## src/rtl/imem_loader_pkg.sv

```systemverilog
// Shared types and constants for the instruction-memory boot loader.
// Frame layout: CNT_HI, CNT_LO, N x (DAT_HI, DAT_LO), CHK.
package imem_loader_pkg;

    localparam int ADDR_W = 16;
    localparam int DATA_W = 16;
    localparam int BYTE_W = 8;

    localparam int POS_CNT_HI = 0;
    localparam int POS_CNT_LO = 1;
    localparam int POS_DATA   = 2;

    typedef enum logic [2:0] {
        IDLE   = 3'd0,
        CNT_HI = 3'd1,
        CNT_LO = 3'd2,
        DAT_HI = 3'd3,
        DAT_LO = 3'd4,
        CHK    = 3'd5,
        FIN    = 3'd6
    } state_t;

    // Total bytes on the wire for a frame carrying n words.
    function automatic int frame_bytes(input int n);
        return POS_DATA + 2 * n + 1;
    endfunction

endpackage

```

## src/rtl/imem_word_asm.sv

```systemverilog
// Byte-to-word assembler: latches the high byte, builds big-endian words
// and keeps the running mod-256 checksum of every accepted byte.
module imem_word_asm
    import imem_loader_pkg::*;
(
    input  logic              clk,
    input  logic              rst,
    input  logic              clr,
    input  logic              acc_sum,
    input  logic              acc_hi,
    input  logic              acc_lo,
    input  logic [BYTE_W-1:0] byte_in,
    output logic [DATA_W-1:0] word,
    output logic [BYTE_W-1:0] sum
);

    logic [BYTE_W-1:0] hi;

    // NOTE: sequential state uses non-blocking assignments so every register
    // samples the pre-edge value of its neighbours.
    always_ff @(posedge clk) begin
        if (rst) begin
            hi   <= '0;
            word <= '0;
            sum  <= '0;
        end else begin
            if (clr)
                sum <= '0;
            else if (acc_sum)
                sum <= sum + byte_in;
            if (acc_hi)
                hi <= byte_in;
            if (acc_lo)
                word <= {hi, byte_in};
        end
    end

endmodule

```

## src/rtl/imem_loader.sv

```systemverilog
// Boot-time instruction memory loader: parses a framed byte stream, writes
// words at consecutive addresses and releases cpu_hold on a good checksum.
module imem_loader
    import imem_loader_pkg::*;
#(
    parameter logic [ADDR_W-1:0] BASE_ADDR = 16'h0000
) (
    input  logic              clk,
    input  logic              rst,
    input  logic              start,
    input  logic              byte_vld,
    input  logic [BYTE_W-1:0] byte_in,
    output logic              byte_rdy,
    output logic              wr_en,
    output logic [ADDR_W-1:0] wr_addr,
    output logic [DATA_W-1:0] wr_data,
    output logic              busy,
    output logic              done,
    output logic              err,
    output logic              cpu_hold
);

    state_t            state, state_nxt;
    logic [ADDR_W-1:0] addr;
    logic [ADDR_W-1:0] remaining;
    logic [BYTE_W-1:0] sum;
    logic              accept;
    logic              clr, acc_sum, acc_hi, acc_lo;
    logic              zero_count, last_word, chk_bad;

    assign accept     = byte_vld & byte_rdy;
    assign zero_count = (remaining[ADDR_W-1:BYTE_W] == '0) && (byte_in == '0);
    assign last_word  = (remaining == ADDR_W'(1));
    assign chk_bad    = (byte_in != sum);
    assign wr_addr    = addr;

    always_ff @(posedge clk) begin
        if (rst)
            state <= IDLE;
        else
            state <= state_nxt;
    end

    // NOTE: every signal written in an always_comb gets a default first so
    // no path leaves it unassigned and no latch is inferred.
    always_comb begin
        state_nxt = state;
        case (state)
            IDLE:    if (start)  state_nxt = CNT_HI;
            CNT_HI:  if (accept) state_nxt = CNT_LO;
            CNT_LO:  if (accept) state_nxt = zero_count ? CHK : DAT_HI;
            DAT_HI:  if (accept) state_nxt = DAT_LO;
            DAT_LO:  if (accept) state_nxt = last_word ? CHK : DAT_HI;
            CHK:     if (accept) state_nxt = FIN;
            FIN:                 state_nxt = IDLE;
            default:             state_nxt = IDLE;
        endcase
    end

    // byte_rdy depends on state alone so the sender never sees a loop through byte_vld.
    always_comb begin
        byte_rdy = 1'b0;
        busy     = 1'b0;
        done     = 1'b0;
        clr      = 1'b0;
        acc_sum  = 1'b0;
        acc_hi   = 1'b0;
        acc_lo   = 1'b0;
        case (state)
            IDLE:           clr = start;
            CNT_HI, CNT_LO: begin byte_rdy = 1'b1; busy = 1'b1; acc_sum = accept; end
            DAT_HI:         begin byte_rdy = 1'b1; busy = 1'b1; acc_sum = accept; acc_hi = accept; end
            DAT_LO:         begin byte_rdy = 1'b1; busy = 1'b1; acc_sum = accept; acc_lo = accept; end
            CHK:            begin byte_rdy = 1'b1; busy = 1'b1; end
            FIN:            done = 1'b1;
            default:        ;
        endcase
    end

    // The write address advances on the edge that closes the write cycle.
    always_ff @(posedge clk) begin
        if (rst) begin
            addr      <= BASE_ADDR;
            remaining <= '0;
            wr_en     <= 1'b0;
            err       <= 1'b0;
            cpu_hold  <= 1'b1;
        end else begin
            wr_en <= acc_lo;
            if (wr_en)
                addr <= addr + ADDR_W'(1);
            case (state)
                IDLE: if (start) begin
                    addr      <= BASE_ADDR;
                    remaining <= '0;
                    err       <= 1'b0;
                    cpu_hold  <= 1'b1;
                end
                CNT_HI: if (accept) remaining[ADDR_W-1:BYTE_W] <= byte_in;
                CNT_LO: if (accept) remaining[BYTE_W-1:0]      <= byte_in;
                DAT_LO: if (accept) remaining <= remaining - ADDR_W'(1);
                CHK: if (accept) begin
                    err      <= chk_bad;
                    cpu_hold <= chk_bad;
                end
                default: ;
            endcase
        end
    end

    imem_word_asm u_word_asm (
        .clk     (clk),
        .rst     (rst),
        .clr     (clr),
        .acc_sum (acc_sum),
        .acc_hi  (acc_hi),
        .acc_lo  (acc_lo),
        .byte_in (byte_in),
        .word    (wr_data),
        .sum     (sum)
    );

endmodule

```

## config.mk

```make
export PLATFORM = sky130hd
export DESIGN_NAME = imem_loader
export DESIGN_NICKNAME = d
export VERILOG_FILES = /design/src/rtl/imem_loader_pkg.sv /design/src/rtl/imem_word_asm.sv /design/src/rtl/imem_loader.sv
export SDC_FILE = /design/constraint.sdc
export NUM_CORES = 1
export LEC_CHECK = 0
export BUFFER_PORTS_ARGS = -buffer_cell sky130_fd_sc_hd__buf_4
export CORE_AREA = 2 2 98 71
export DETAILED_ROUTE_END_ITERATION = 12
export DIE_AREA = 0 0 100 73
export PLACE_DENSITY = 0.84
export SYNTH_ARGS = -nofsm -noshare
export SYNTH_HDL_FRONTEND = slang
export SYNTH_HIERARCHICAL = 1
export SYNTH_SLANG_ARGS = --single-unit
export TNS_END_PERCENT = 100
```

## constraint.sdc

```tcl
create_clock -name clk -period 4.8 [get_ports clk]
set_clock_uncertainty 0.1 [all_clocks]
set_input_delay 0.96 -clock clk [delete_from_list [all_inputs] [get_ports clk]]
set_output_delay 0.96 -clock clk [all_outputs]
set_load 0.01 [all_outputs]
```

Word-level counts from Yosys, hierarchy flattened --
Index checks and enable logic that the tools add are counted.
Cells by class: add/sub/neg operators 3, reductions and logical operators 14, multiplexer cells 28, eq/ne operators 14, bitwise gates (word level) 1
Operator list (number):
- 2-to-1 mux 16 bit | 5
- one-hot mux 8 bit (3 select lines) | 2
- 2-to-1 mux 3 bit | 8
- one-hot mux 3 bit (6 select lines) | 1
- adder 16 x 1 -> 16 bit (second input constant) | 1
- == test 16 x 1 -> 1 bit (second input constant) | 1
- zero test 8 bit | 2
- subtractor 16 x 1 -> 16 bit (second input constant) | 1
- inequality test 2 bit (second input constant) | 6
- == test 3 bit (second input constant) | 3
- 2-to-1 mux 1 bit | 9
- adder 8 bit | 1
- 2-to-1 mux 8 bit | 1
- inequality test 8 bit | 1
- AND reduction 4 bit | 2
- == test 3 x 2 -> 1 bit (second input constant) | 2
- AND reduction 6 bit | 1
- nonzero test 3 bit | 2
- OR reduction 5 bit | 1
- one-hot mux 1 bit (2 select lines) | 2
- OR reduction 4 bit | 1
- == test 3 x 1 -> 1 bit (second input constant) | 1
- zero test 3 bit | 1
- AND reduction 3 bit | 1
- 4 further kinds | 4
Word-level totals: logic and storage cells 70, output and inout bits 38, bits of input ports 12, register bits 70

Depth between registers and ports, before layout --
Gate-level depths: netlist of run 1.
depth in word-level cells 6, gate-level depth with buffers 10, depth with buffers taken out 8

By module --
The synthesis of run 1 kept the hierarchy.
By module, submodules not included:
- imem_loader | times used 1, sequential area each 760.7 µm², cells an instance 296, area each 2427.3 µm²
- imem_word_asm | times used 1, sequential area each 640.6 µm², cells an instance 154, area each 1483.9 µm²

Worst setup path after synthesis of run 1 --
No wires, ideal clock.
path type reg2out, start reg state[1], end out byte_rdy, buffers on the path 4, arrival 1597 ps, cell stages (with the launch flop) 7, path slack 2143 ps, cells stage by stage dfxtp_1 buf_2 clkbuf_1 clkbuf_1 nor3_1 a21oi_1 buf_4
On the way: cells in the longest elaborated chain, start to end 3, elaborated cells on any way between the ends 7, those cells by class eq/ne: 5; mux: 1; reduce/logical: 1
Ends and longest elaborated chain:
- start: declaration | line imem_loader.sv:23 | state_t state, state_nxt;
- start signal: assignment | line imem_loader.sv:41 | state <= state_nxt;
- == test 3 bit (tied with other cells)
- OR reduction 5 bit (no source line) (*)
- 2-to-1 mux 1 bit (*)
- end: declaration | line imem_loader.sv:13 | output logic byte_rdy,
Every way passes the cells marked *; elsewhere a longest branch is shown, timed or not.

Final worst setup path of run 1 --
start reg state[1], end out byte_rdy
On the way: cells in the longest elaborated chain, start to end 3, elaborated cells on any way between the ends 7, those cells by class eq/ne: 5; mux: 1; reduce/logical: 1
Ends and longest elaborated chain:
- == test 3 bit (tied with other cells) | line imem_loader.sv:69 | case (state)
- OR reduction 5 bit (no source line) (*)
- 2-to-1 mux 1 bit (*) | line imem_loader.sv:69
Marked as above.

==> results of run 1 <==
-- state kept, by name, summed over array words and instances, names as in the netlist --
register	flops
cpu_hold	1
err	1
remaining	16
state	3
u_word_asm/hi	8
u_word_asm/sum	8
u_word_asm/word	16
wr_addr	16
wr_en	1
-- worst max-delay path, stage by stage, from the launching register on --
cell	delay (ns)
dfxtp_1	1.02
nor3_1	0.11
a21oi_1	0.26
buf_4	0.18
-- through the flow --
step	power (mW)	util	hold WS [ns]
after floorplan	0.8626	-	0.3601
after global placement	0.9260	0.6542	0.3567
after detailed placement	0.9360	0.6542	0.3586
after CTS	1.463	0.6883	0.3749
after global routing	1.516	0.6883	0.3988
final	1.464	0.6883	0.3683
-- layer usage --
layer / wire, um / GRT usage
met1: 4367 / 0.3741
met2: 4300 / 0.4204
met4: 233 / 0.09741
met5: 0 / 0
met3: 836 / 0.08525
-- logic make-up (layout without fill, tap and decap cells) --
kind of cell,after synthesis,after routing
simple gates,170,170
compound gates,104,104
flops,70,70
buf+inv,46,83
mux,31,31
xor+xnor,18,18
fa+ha+maj,11,11
-- cells in the final DEF (no fill, tap or decap), drive strengths merged, types with 4 or more instances in the layout --
cell / count
mux2i: 30
nor2b: 7
xnor2: 13
clkbuf: 10
nand4: 11
a22oi: 5
dfxtp: 70
buf: 50
nand3: 10
a32oi: 6
or3: 6
ha: 10
nand2: 15
inv: 18
nor2: 62
xor2: 5
a211oi: 11
o21a: 6
nor3b: 6
o311ai: 7
a21oi: 18
o31ai: 7
nor3: 16
and2: 5
nor4: 10
nand2b: 4
o21ai: 16
-- report_power, final --
part           switching (mW)  total, mW  internal (mW)
Sequential             0.0432      0.644          0.601
Clock                   0.232      0.529          0.297
Combinational           0.179      0.291          0.112
Total                   0.454       1.46           1.01
-- worst paths after layout --
| kind | start | to | cells after the start |
|---|---|---|---|
| setup / recovery | state[1]$_SDFFE_PP0P_ | byte_rdy | 3 |
| hold / removal | err$_SDFFE_PP0P_ | err$_SDFFE_PP0P_ | 2 |
| setup reg to reg | state[2]$_SDFFE_PP0P_ | u_word_asm/word[14]$_SDFFE_PP0P_ | 4 |
| hold reg to reg | err$_SDFFE_PP0P_ | err$_SDFFE_PP0P_ | 2 |
-- area by class of cell --
cell class | count | area share
clock buffers | 10 | 0.02850
clock inverters | 6 | 0.02096
inverters | 17 | 0.01425
multi-input cells | 334 | 0.5169
flip-flops and latches | 70 | 0.3129
well taps | 81 | 0.02263
repair buffers | 50 | 0.08382
==> results.toml, run 1 <==
[cells_and_area]
drive_gt1_frac = 0.1663
multi_input_comb_area_sq_mm = 0.002315
diodes = 0
fillers = 542
area_delta_synth_final_pct = 14.49
regArea_sq_mm = 0.001401
finish.cell_count_without_fillers = 568
final_nets = 505
final_cell_area_sq_mm = 0.004478

[logic_synthesis]
cell_types_with_the_largest_area_share_after_synthesis = "dfxtp_1 (36%), mux2i_1 (7.4%), nor2_1 (6.0%), ha_1 (3.2%), xnor2_1 (2.9%)"
post_synth_and_or_nand_nor_area_fraction = 0.2396
synth.net_count = 473
synth.area.mux_share = 0.08061
synth-edff-count = 0
synth_async_sr_flop_share = 0
dominantRegCellSynth = "dfxtp_1"
synth_top_cell_area_share = 0.3583
largest_family_of_logic_cells_by_synthesized_area = "simple AND/OR/NAND/NOR gates"
yosys.area_share.xor_xnor = 0.04031
synthDominantAreaCellType = "dfxtp_1"
synth_cells = 450
synth-warning-count = 6
synth_compound_area_frac = 0.1935
post_synth.cell_area_avg_sq_um = 8.692
postSynthRegisterBits = 70
synth_cell_types = 66
synth-adder-area-share = 0.03711
yosysSeqAreaShare = 0.3583
yosysMostFrequentCell = "dfxtp_1"
synth_commonest_cells = "dfxtp_1 (70), nor2_1 (62), mux2i_1 (29)"
synth.cell_area_sq_mm = 0.003911

[setup_path]
worstSetupStartpointType = "register"
reg2reg_setup_slack_ns = 1.85
cp_max_fo = 29
worst_ep_required_time_ns = 3.74
arrival_ns = 1.92
crit_path_end_kind = "primary output"
type_of_the_worst_setup_path = "reg -> out"

[sta]
finalSetupViolCount = 0
final.setup.tns_ns = 0
max_freq_ghz = 0.3355
grt_setup_unrepaired = "no"
max-slew-margin-rel = 0.2976
final-max-slew-violation-count = 0
finalCriticalPeriod_ns = 2.981
actual_transition_at_the_worst_max_transition_pin_ns = 1.052
final.period_utilization = 0.6210
final.setup.worst_slack_ns = 1.819
finalHoldViolCount = 0

[routing]
drt-pass1-iter-count = 5
drt_wl_total_um = 9738
final_antenna_net_count = 0
drcViolationCount = 0
routed_via_density = 6.511
drt-wirelength-per-cell_um = 17.14
via_count = 3698
first_iter_violations = 310

[job]
max_cap_viol_count = 0

[clock_network]
cts_bufs_inserted = 9
ctsRootBufferMaster = "clkbuf_8"
post-cts-setup-buffer-count = 0
cts_htree_levels = 3
worst_skew_pair.late_latency_ns = 0.35
numClockSinks = 70
clk_transition_reported_paths_ns = 0.07
holdBufCountCts = 0
tritoncts_clock_tree = "done"
post_cts_resized = 0
clock_tree.buffer_depth = 2

[global_routing]
grt_start_max_net_pins = 50
grt_antenna_before_repair = 0
overall_global_routing_resource_usage = 0.2762
grt_pass1_vias = 3359
grt-ovfl-total = 0
grt_first_pass_wirelength_um = 16010

[place]
detailed_place_hpwl_um = 6755
numPortBuffers = 49
dp.cells = 552
dpl-instance-area_sq_mm = 0.004257
post-place-ws_ns = 1.894
place.gp.congestion = 0.9457

[floorplan]
die-area_sq_mm = 0.007300
core_area_sq_mm = 0.006506
die-height_um = 73
rows = 25
io_pins = 50
dieWidth_um = 100
starting_density_of_the_core = 0.6012

[power_and_ir_drop]
power.density_mw_per_mm2 = 327.0
vdd.ir_drop.worst_v = 0.0002718
p_leak_nw = 1.629

[run_status]
run_status = "finished clean"

[worst_hold_path]
class_of_the_most_critical_hold_timing_path = "reg -> reg"
(Power assumes the default switching activity.)
==> run 2: changes to the inputs <==
--- a/config.mk
+++ b/config.mk
@@ -6,10 +6,10 @@
 export NUM_CORES = 1
 export LEC_CHECK = 0
 export BUFFER_PORTS_ARGS = -buffer_cell sky130_fd_sc_hd__buf_4
-export CORE_AREA = 2 2 98 71
+export CORE_AREA = 2 2 102 74
 export DETAILED_ROUTE_END_ITERATION = 12
-export DIE_AREA = 0 0 100 73
-export PLACE_DENSITY = 0.84
+export DIE_AREA = 0 0 104 76
+export PLACE_DENSITY = 0.78
 export SYNTH_ARGS = -nofsm -noshare
 export SYNTH_HDL_FRONTEND = slang
 export SYNTH_HIERARCHICAL = 1
==> constraint.sdc (replaced) <==
create_clock -name clk -period 3.1 [get_ports clk]
set_clock_uncertainty 0.1 [all_clocks]
set_input_delay 0.62 -clock clk [delete_from_list [all_inputs] [get_ports clk]]
set_output_delay 0.62 -clock clk [all_outputs]
set_load 0.01 [all_outputs]
==> results.toml, run 2 (synthesis results as in run 1) <==
[clock_network]
post_cts_resized = 0
cts_htree_levels = 3
clk_transition_reported_paths_ns = 0.08
worst_skew_pair.late_latency_ns = 0.36
clock_tree.buffer_depth = 2
numClockSinks = 70
tritoncts_clock_tree = "done"
post-cts-setup-buffer-count = 0
cts_bufs_inserted = 9
holdBufCountCts = 0
ctsRootBufferMaster = "clkbuf_8"

[place]
numPortBuffers = 49
post-place-ws_ns = 0.6023
place.gp.congestion = 0.9176
detailed_place_hpwl_um = 6897

[sta]
final.period_utilization = 0.8087
grt_setup_unrepaired = "no"
finalCriticalPeriod_ns = 2.507
max_freq_ghz = 0.3989
final-max-slew-violation-count = 0
final.setup.worst_slack_ns = 0.5931
finalSetupViolCount = 0
finalHoldViolCount = 0
max-slew-margin-rel = 0.3931
final.setup.tns_ns = 0
actual_transition_at_the_worst_max_transition_pin_ns = 0.9083

[global_routing]
grt_start_max_net_pins = 50
grt_antenna_before_repair = 0
overall_global_routing_resource_usage = 0.2539
grt_first_pass_wirelength_um = 16220
grt_pass1_vias = 3292
grt-ovfl-total = 0

[floorplan]
core_area_sq_mm = 0.007027
starting_density_of_the_core = 0.5566
dieWidth_um = 104
die-area_sq_mm = 0.007904
rows = 26
die-height_um = 76
io_pins = 50

[routing]
drt_wl_total_um = 9866
via_count = 3644
routed_via_density = 6.145
drt-wirelength-per-cell_um = 16.64
final_antenna_net_count = 0
drcViolationCount = 0
first_iter_violations = 271
drt-pass1-iter-count = 5

[cells_and_area]
area_delta_synth_final_pct = 16.54
fin_util = 0.6487
fillers = 586
final_nets = 513
diodes = 0
final_cell_mix = "dfxtp_1 (70), nor2_1 (61), buf_4 (58)"
drive_gt1_frac = 0.1818
final_common_cell = "dfxtp_1"

[power_and_ir_drop]
power.density_mw_per_mm2 = 504.3
vdd.ir_drop.worst_v = 0.0002768
sequentialPowerShare = 0.427
pwr-share-clk = 0.360
switching_share = 0.3144
p_leak_nw = 1.676
p_int_mw = 1.576
switching_power_uw = 722.7
combPwrFrac = 0.213

[setup_path]
worstSetupStartpointType = "register"
worst_ep_required_time_ns = 3.29
cp_max_fo = 16
type_of_the_worst_setup_path = "reg -> reg"
crit_path_end_kind = "register"
arrival_ns = 2.70

[run_status]
run_status = "finished clean"

[worst_hold_path]
class_of_the_most_critical_hold_timing_path = "reg -> reg"

[job]
max_cap_viol_count = 0
==> run 2: cell count changes in the layout (fill, tap and decap cells not counted) <==
cell / before / now
buf_4: 50 / 58
clkbuf_1: 1 / 0
clkinv_2: 0 / 2
clkinvlp_4: 1 / 0
==> run 2: final timing paths <==
path,cells after the start,endpoint,start,slack [ns]
max,5,u_word_asm/sum[5]$_SDFFE_PP0P_,state[0]$_SDFFE_PP0P_,0.59
min,2,err$_SDFFE_PP0P_,err$_SDFFE_PP0P_,0.37
max reg2reg,5,u_word_asm/sum[5]$_SDFFE_PP0P_,state[0]$_SDFFE_PP0P_,0.59
min reg2reg,2,err$_SDFFE_PP0P_,err$_SDFFE_PP0P_,0.37
==> run 2: power groups by stage <==
stage	clock network [mW]	logic, mW	registers, mW
2_1_floorplan	0	0.359	0.977
3_3_place_gp	0	0.463	0.998
3_5_place_dp	0	0.472	1.00
4_1_cts	0.838	0.475	0.980
5_1_grt	0.886	0.528	0.986
6_report	0.829	0.489	0.981
==> run 2: metrics by stage <==
step / instance area, sq um / total power [mW] / hold slack [ns] / std cells
floorplan: 3911 / 1.336 / 0.3601 / 450
global placement: 4338 / 1.461 / 0.3546 / 577
detailed placement: 4338 / 1.473 / 0.3549 / 577
CTS: 4558 / 2.293 / 0.3715 / 593
global route: 4558 / 2.400 / 0.4118 / 593
finish: 4558 / 2.299 / 0.3689 / 593
==> run 2: worst max-delay path, stage by stage, from the launching register on <==
cell and delay (ns):
dfxtp_1 0.52, nor3b_4 0.48, o21a_1 0.43, clkinv_1 0.33
or3_1 0.45, o211ai_2 0.13
==> run 2: final cells by class <==
cell class | instances | area [sq um] | share of cell area
Clock buffer | 9 | 123.9 | 0.02718
Multi-Input combinational cell | 334 | 2315 | 0.5078
Sequential cell | 70 | 1401 | 0.3074
Inverter | 17 | 63.81 | 0.01400
Timing Repair Buffer | 58 | 435.4 | 0.09553
Tap cell | 98 | 122.6 | 0.02690
Clock inverter | 7 | 96.34 | 0.02114
==> run 2: routing by layer <==
metal,vias to the layer above,global-route usage,share of wire
li1,1740,-,-
met1,1733,0.3608,0.47
met2,156,0.3711,0.44
met3,15,0.07442,0.076
met4,0,0.08108,0.012
met5,-,0,0
